===== src/rtl/sign_add_sub_arbiter.sv =====
`default_nettype none
// =============================================================================
// Module   : sign_add_sub_arbiter
// Brief    : Round-robin sequencer sharing one clocked signed add/sub unit
//            among NUM_REQ requesters. Optional macro SIGN_ADD_SUB_ARB_OVF_EN
//            registers a signed-overflow flag alongside each result.
// Revision : 1.0
// =============================================================================
module sign_add_sub_arbiter #(
    parameter int NUM_REQ         = 4,
    parameter int INPUT_BIT_WIDTH = 8,
    parameter int ALU_LATENCY     = 1,
    parameter int ID_WIDTH        = $clog2(NUM_REQ)
) (
    input  logic                               Clk,
    input  logic                               Reset,
    input  logic [NUM_REQ-1:0]                 ReqValid,
    output logic [NUM_REQ-1:0]                 ReqReady,
    input  logic [NUM_REQ-1:0]                 ReqMode,
    input  logic [NUM_REQ*INPUT_BIT_WIDTH-1:0] ReqA,
    input  logic [NUM_REQ*INPUT_BIT_WIDTH-1:0] ReqB,
    output logic                               AluMode,
    output logic [INPUT_BIT_WIDTH-1:0]         AluA,
    output logic [INPUT_BIT_WIDTH-1:0]         AluB,
    input  logic [INPUT_BIT_WIDTH-1:0]         AluResult,
    output logic                               RespValid,
    input  logic                               RespReady,
    output logic [ID_WIDTH-1:0]                RespId,
    output logic [INPUT_BIT_WIDTH-1:0]         Result,
    output logic                               RespOverflow
);

    localparam int                    c_CNT_W   = (ALU_LATENCY < 1) ? 1 : $clog2(ALU_LATENCY + 1);
    localparam logic [c_CNT_W-1:0]    c_LAT     = c_CNT_W'(ALU_LATENCY);
    localparam logic [ID_WIDTH-1:0]   c_LAST_ID = ID_WIDTH'(NUM_REQ - 1);
    localparam logic [ID_WIDTH:0]     c_NUM_REQ = (ID_WIDTH + 1)'(NUM_REQ);
    localparam logic [NUM_REQ-1:0]    c_ONE     = NUM_REQ'(1);
    localparam int                    c_MSB     = INPUT_BIT_WIDTH - 1;

    typedef enum logic [1:0] {
        S_IDLE = 2'd0,
        S_EXEC = 2'd1,
        S_RESP = 2'd2
    } state_t;

    state_t                       r_state;
    state_t                       w_state_nxt;
    logic [ID_WIDTH-1:0]          r_ptr;
    logic [c_CNT_W-1:0]           r_cnt;
    logic                         r_alu_mode;
    logic [INPUT_BIT_WIDTH-1:0]   r_alu_a;
    logic [INPUT_BIT_WIDTH-1:0]   r_alu_b;
    logic                         r_resp_valid;
    logic [ID_WIDTH-1:0]          r_resp_id;
    logic [INPUT_BIT_WIDTH-1:0]   r_result;

    logic [2*NUM_REQ-1:0]         w_req_dbl;
    logic [NUM_REQ-1:0]           w_req_rot;
    logic [ID_WIDTH-1:0]          w_off;
    logic [ID_WIDTH:0]            w_sum;
    logic [ID_WIDTH-1:0]          w_winner;
    logic [ID_WIDTH-1:0]          w_ptr_nxt;
    logic                         w_any;
    logic                         w_capture;
    logic [INPUT_BIT_WIDTH-1:0]   w_win_a;
    logic [INPUT_BIT_WIDTH-1:0]   w_win_b;

    // Rotate requests so bit k is requester (ptr + k) mod NUM_REQ; lowest set bit wins.
    assign w_req_dbl = {ReqValid, ReqValid} >> r_ptr;
    assign w_req_rot = w_req_dbl[NUM_REQ-1:0];
    assign w_any     = |ReqValid;

    always_comb begin
        w_off = '0;
        for (int k = NUM_REQ - 1; k >= 0; k--) begin
            if (w_req_rot[k]) begin
                w_off = ID_WIDTH'(k);
            end
        end
    end

    assign w_sum     = {1'b0, r_ptr} + {1'b0, w_off};
    assign w_winner  = (w_sum >= c_NUM_REQ) ? ID_WIDTH'(w_sum - c_NUM_REQ) : w_sum[ID_WIDTH-1:0];
    assign w_ptr_nxt = (w_winner == c_LAST_ID) ? '0 : w_winner + ID_WIDTH'(1);
    assign w_win_a   = ReqA[w_winner*INPUT_BIT_WIDTH +: INPUT_BIT_WIDTH];
    assign w_win_b   = ReqB[w_winner*INPUT_BIT_WIDTH +: INPUT_BIT_WIDTH];
    assign w_capture = (r_state == S_EXEC) && (r_cnt == c_LAT);

    always_ff @(posedge Clk) begin
        if (Reset) begin
            r_state <= S_IDLE;
        end else begin
            r_state <= w_state_nxt;
        end
    end

    always_comb begin
        w_state_nxt = r_state;
        ReqReady    = '0;
        case (r_state)
            S_IDLE: begin
                if (w_any) begin
                    ReqReady    = c_ONE << w_winner;
                    w_state_nxt = S_EXEC;
                end
            end
            S_EXEC: begin
                if (r_cnt == c_LAT) begin
                    w_state_nxt = S_RESP;
                end
            end
            S_RESP: begin
                if (RespReady) begin
                    w_state_nxt = S_IDLE;
                end
            end
            default: w_state_nxt = S_IDLE;
        endcase
    end

    always_ff @(posedge Clk) begin
        if (Reset) begin
            r_ptr        <= '0;
            r_cnt        <= '0;
            r_alu_mode   <= 1'b0;
            r_alu_a      <= '0;
            r_alu_b      <= '0;
            r_resp_valid <= 1'b0;
            r_resp_id    <= '0;
            r_result     <= '0;
        end else begin
            case (r_state)
                S_IDLE: begin
                    if (w_any) begin
                        r_alu_mode <= ReqMode[w_winner];
                        r_alu_a    <= w_win_a;
                        r_alu_b    <= w_win_b;
                        r_resp_id  <= w_winner;
                        r_ptr      <= w_ptr_nxt;
                        r_cnt      <= '0;
                    end
                end
                S_EXEC: begin
                    r_cnt <= r_cnt + c_CNT_W'(1);
                    if (w_capture) begin
                        r_result     <= AluResult;
                        r_resp_valid <= 1'b1;
                    end
                end
                S_RESP: begin
                    if (RespReady) begin
                        r_resp_valid <= 1'b0;
                    end
                end
                default: ;
            endcase
        end
    end

`ifdef SIGN_ADD_SUB_ARB_OVF_EN
    logic r_ovf;
    logic w_ovf;

    // Subtraction overflows when operand signs differ; addition when they match.
    assign w_ovf = (r_alu_mode ? (r_alu_a[c_MSB] == r_alu_b[c_MSB])
                               : (r_alu_a[c_MSB] != r_alu_b[c_MSB]))
                   && (AluResult[c_MSB] != r_alu_a[c_MSB]);

    always_ff @(posedge Clk) begin
        if (Reset) begin
            r_ovf <= 1'b0;
        end else if (w_capture) begin
            r_ovf <= w_ovf;
        end
    end

    assign RespOverflow = r_ovf;
`else
    assign RespOverflow = 1'b0;
`endif

    assign AluMode   = r_alu_mode;
    assign AluA      = r_alu_a;
    assign AluB      = r_alu_b;
    assign RespValid = r_resp_valid;
    assign RespId    = r_resp_id;
    assign Result    = r_result;

endmodule
`default_nettype wire


===== config.mk =====
export PLATFORM = sky130hd
export DESIGN_NAME = sign_add_sub_arbiter
export DESIGN_NICKNAME = d
export VERILOG_FILES = /design/src/rtl/sign_add_sub_arbiter.sv
export SDC_FILE = /design/constraint.sdc
export NUM_CORES = 1
export LEC_CHECK = 0
export CAP_MARGIN = 40
export CORE_MARGIN = 2
export CORE_UTILIZATION = 29
export CTS_CLUSTER_SIZE = 40
export DETAILED_ROUTE_END_ITERATION = 10
export DONT_BUFFER_PORTS = 1
export PLACE_DENSITY = 0.55
export SLEW_MARGIN = 20
export SYNTH_ARGS = -nofsm -noshare
export SYNTH_HDL_FRONTEND = slang
export SYNTH_SLANG_ARGS = --single-unit

===== constraint.sdc =====
create_clock -name Clk -period 3.48 [get_ports Clk]
set_input_delay 0.696 -clock Clk [delete_from_list [all_inputs] [get_ports Clk]]
set_output_delay 0.696 -clock Clk [all_outputs]
set_load 0.02 [all_outputs]

==> metrics.txt <==
# TYPE chip_impl_metric gauge
chip_impl_metric{name="worstPathArrival",unit="ns"} 2.54
chip_impl_metric{name="tns",unit="ns"} 0
chip_impl_metric{name="number_of_design_rule_violations_left_by_the_first_detailed_router_iteration",unit=""} 106
chip_impl_metric{name="synth-seq-cells",unit=""} 33
chip_impl_metric{name="wirelength",unit="mm"} 6.30
chip_impl_info{name="critical_path.startpoint",value="r_ptr[0]$_SDFFE_PP0P_"} 1
chip_impl_metric{name="finalNetCount",unit=""} 361
chip_impl_metric{name="die-area",unit="mm^2"} 0.00862
chip_impl_metric{name="synthCells",unit=""} 283
chip_impl_info{name="worst_setup_endpoint",value="ReqReady[3]"} 1
chip_impl_metric{name="yosys-mux-area-fraction",unit=""} 0.118
chip_impl_metric{name="initial_antenna_violation_count",unit=""} 0
chip_impl_metric{name="synthArstFlopShare",unit=""} 0
chip_impl_info{name="worstSetupEndpointType",value="output port"} 1
chip_impl_info{name="critical_path.slowest_cell",value="or4_1"} 1
chip_impl_metric{name="relSlewSlack",unit=""} 0.509
chip_impl_metric{name="wl_per_instance",unit="um"} 16.7
chip_impl_info{name="unrepaired_setup_endpoints_after_global_routing",value="false"} 1
chip_impl_info{name="worstHoldPathType",value="in -> reg"} 1
chip_impl_metric{name="power_density",unit="mW/mm^2"} 940
chip_impl_info{name="status",value="finished clean"} 1
chip_impl_metric{name="synth-edff-count",unit=""} 0
chip_impl_metric{name="antenna_cells",unit=""} 0
chip_impl_metric{name="post_cts_buffers",unit=""} 0
chip_impl_metric{name="post_layout_nonfiller_instances",unit=""} 378
chip_impl_metric{name="final.period_utilization",unit=""} 0.931
chip_impl_metric{name="grt_pass1_wl",unit="mm"} 9.82
chip_impl_metric{name="hpwlAfterDp",unit="mm"} 4.41
chip_impl_metric{name="slew_viol_final",unit=""} 0
chip_impl_metric{name="seq_area_frac_synth",unit=""} 0.289
chip_impl_metric{name="grt_max_degree",unit=""} 35
chip_impl_info{name="regToRegStartpoint",value="r_ptr[0]$_SDFFE_PP0P_"} 1
chip_impl_metric{name="post_cts.resized_instances",unit=""} 0
chip_impl_info{name="synthTopCellsByArea",value="dfxtp_1 (29%), mux2i_1 (12%), nand2_1 (8.0%)"} 1
chip_impl_metric{name="starting_utilization_of_the_core_area",unit=""} 0.298
chip_impl_metric{name="clk_pin_slew_worst_paths",unit="ns"} 0.08
chip_impl_metric{name="postSynthNetCount",unit=""} 369
chip_impl_metric{name="post_synth_num_cell_types",unit=""} 40
chip_impl_info{name="worst_r2r_endpoint",value="AluB[0]$_SDFFE_PP0P_"} 1
chip_impl_metric{name="post_synth_xor_area_fraction",unit=""} 0.0115
chip_impl_metric{name="first_pass_iters",unit=""} 4
chip_impl_metric{name="placed_cells",unit=""} 370
chip_impl_info{name="synth_top_family_by_area",value="simple AND/OR/NAND/NOR gates"} 1
chip_impl_metric{name="grt_use_total",unit=""} 0.145
chip_impl_metric{name="detail_route.drc_violations",unit=""} 0
chip_impl_metric{name="cpPeakStageDelay",unit="ns"} 0.53
chip_impl_metric{name="cts-root-to-sink-buffers",unit=""} 2
chip_impl_metric{name="placeableCoreArea",unit="mm^2"} 0.00769
chip_impl_metric{name="first_global_vias",unit=""} 1936
chip_impl_metric{name="ys_warn_count",unit=""} 0
chip_impl_metric{name="post_synth_top_area_share",unit=""} 0.289
chip_impl_metric{name="io-pin-count",unit=""} 116
chip_impl_metric{name="grt_overflow",unit=""} 0
chip_impl_metric{name="setup.reg_to_reg.worst_slack",unit="ns"} 0.90
chip_impl_metric{name="syn_area",unit="mm^2"} 0.00229
chip_impl_metric{name="fraction_of_the_mapped_netlist_area_in_adder_cells",unit=""} 0.0164
chip_impl_metric{name="basic_gate_share_of_the_synthesized_area_counting_and_or_nand_and_nor_cells",unit=""} 0.273
chip_impl_info{name="critical_path.cell_chain",value="or4_1, o2111ai_1, ha_2, xnor2_2, o21a_2, nor2_4, inv_1, ha_1, and2_4"} 1
chip_impl_metric{name="die_w",unit="um"} 92.9
chip_impl_metric{name="io_buffer_count",unit=""} 0
chip_impl_metric{name="irDropWorstVdd",unit="uV"} 351
chip_impl_metric{name="via_count",unit=""} 2012
chip_impl_metric{name="crit_required",unit="ns"} 2.78
chip_impl_metric{name="clock.fmax",unit="GHz"} 0.309
chip_impl_info{name="cts_tree",value="yes"} 1
chip_impl_metric{name="post_route_minimum_period",unit="ns"} 3.24
chip_impl_metric{name="final_critical_path_setup_slack",unit="ns"} 0.240
chip_impl_info{name="yosys.cell_count.top_type",value="nand2_1"} 1
chip_impl_metric{name="p_leak",unit="nW"} 0.996
chip_impl_metric{name="clock_insertion_delay_worst_skew",unit="ns"} 0.29
chip_impl_metric{name="post_synth.cell_area_avg",unit="um^2"} 8.09
chip_impl_metric{name="final_layout_size_suffix_gt1_frac",unit=""} 0.156
chip_impl_metric{name="routed_via_density",unit=""} 5.32
chip_impl_metric{name="worst-path-max-fanout",unit=""} 12
chip_impl_info{name="root_buffer",value="clkbuf_8"} 1
chip_impl_metric{name="clock-skew-final",unit="ns"} 0.00799
chip_impl_metric{name="htree_levels",unit=""} 2
chip_impl_metric{name="num_rows",unit=""} 32
chip_impl_metric{name="gpl.final_weighted_congestion",unit=""} 0.819
chip_impl_metric{name="finalHoldViolCount",unit=""} 0
chip_impl_info{name="setup.worst_path.start_class",value="register"} 1
chip_impl_metric{name="holdBufCountCts",unit=""} 0
chip_impl_metric{name="floorplan.die.height",unit="um"} 92.9
chip_impl_info{name="crit_type",value="reg -> out"} 1
chip_impl_metric{name="setup_failing_eps_final",unit=""} 0
chip_impl_info{name="synth.largest_area_cell",value="dfxtp_1"} 1
chip_impl_metric{name="cts-buffers-inserted",unit=""} 5
chip_impl_metric{name="areaGrowthSynthToFinish",unit="%"} 10.7
chip_impl_metric{name="max_slew.worst_pin.slew",unit="ns"} 0.735
chip_impl_info{name="synthTopCellsByCount",value="nand2_1 (49), dfxtp_1 (33), nor2_1 (29)"} 1
chip_impl_metric{name="ff2ff_path_depth",unit=""} 8
chip_impl_metric{name="post_synthesis_compound_gate_area_fraction",unit=""} 0.236
chip_impl_metric{name="dp_worst_setup_slack",unit="ns"} 0.238
chip_impl_metric{name="timing.max_cap.violations",unit=""} 0
chip_impl_metric{name="detail-route-antenna-nets",unit=""} 0
chip_impl_info{name="postSynth.topFlopCell",value="dfxtp_1"} 1
chip_impl_metric{name="numClockSinks",unit=""} 33
## worst max-delay path, delay by kind of cell (launching register included)
kind	cells	cell delay, ns
buffers and inverters	1	0.09
AO/OA/AOI/OAI	2	0.33
AND/OR/NAND/NOR	3	0.85
flip-flops	1	0.39
adder cells (fa/ha/maj)	2	0.48
XOR/XNOR	1	0.10
## registers in the layout, indices dropped and copies added, names as in the netlist
register	flops
AluA	8
AluB	8
AluMode	1
RespId	2
RespValid	1
Result	8
r_cnt	1
r_ptr	2
r_state	2
## placed cells by master, fill, tap and decap left out, types with 2 or more instances in the layout
cell type and instances:
a2111oi_0 8, a21oi_1 14, and3_1 18, buf_4 9
clkbuf_8 5, dfxtp_1 32, ha_1 2, mux2i_1 27
nand2_1 49, nand2b_1 2, nand3_1 8, nor2_1 29
nor2b_1 10, nor3_1 2, nor3_2 3, o2111ai_1 2
o21a_1 10, o21ai_0 2, o41ai_1 7, o41ai_2 10
## routing by layer
metal	GRT usage	vias to the layer above	share of wire
li1	-	1010	-
met5	0	-	0
met4	0.0429	0	0.0089
met3	0.0578	4	0.11
met1	0.178	917	0.42
met2	0.232	81	0.47
## cells by family (layout without fill, tap and decap cells)
kind of cell,count (synthesis),after routing
and+or+nand+nor,131,131
AOI/OAI and AO/OA,59,59
DFF,33,33
muxes,27,27
buffers and inverters,26,19
adders and majority gates,3,3
xor gates and xnor gates,3,3
other,1,1
## metrics by stage
| step | cell area [um^2] | power (mW) | util | hold slack [ns] |
|---|---|---|---|---|
| floorplan | 2340 | 1.74 | - | 0.490 |
| global placement | 2420 | 2.01 | 0.314 | 0.513 |
| detailed placement | 2420 | 2.03 | 0.314 | 0.522 |
| CTS | 2530 | 2.42 | 0.329 | 0.446 |
| global route | 2530 | 2.58 | 0.330 | 0.432 |
| finish | 2530 | 2.38 | 0.330 | 0.462 |
## worst min-delay path by stage
stage | startpoint | to | slack [ns] | cells past startpoint
finish | Reset | r_ptr[0]$_SDFFE_PP0P_ | 0.46 | 1
global route | Reset | r_ptr[0]$_SDFFE_PP0P_ | 0.43 | 1
CTS | Reset | RespId[1]$_SDFFE_PP0P_ | 0.45 | 1
detailed placement | r_state[1]$_SDFFE_PP0P_ | r_state[1]$_SDFFE_PP0P_ | 0.52 | 2
global placement | r_state[1]$_SDFFE_PP0P_ | r_state[1]$_SDFFE_PP0P_ | 0.51 | 2
floorplan | r_state[1]$_SDFFE_PP0P_ | r_state[1]$_SDFFE_PP0P_ | 0.49 | 2
## power breakdown
part | switching (mW) | internal [mW] | total (mW)
Clock | 0.161 | 0.214 | 0.375
Sequential | 0.211 | 0.482 | 0.693
Combinational | 0.750 | 0.563 | 1.31
Total | 1.12 | 1.26 | 2.38
## final cells by class
type,count,area [um^2]
fill,826,5150
multi-input combinational,224,1540
sequential,33,662
tap,102,128
timing repair buffer,10,87.6
clock buffer,5,68.8
clock inverter,3,46.3
inverter,1,3.75
No activity file was read; power rests on OpenSTA's default activity.
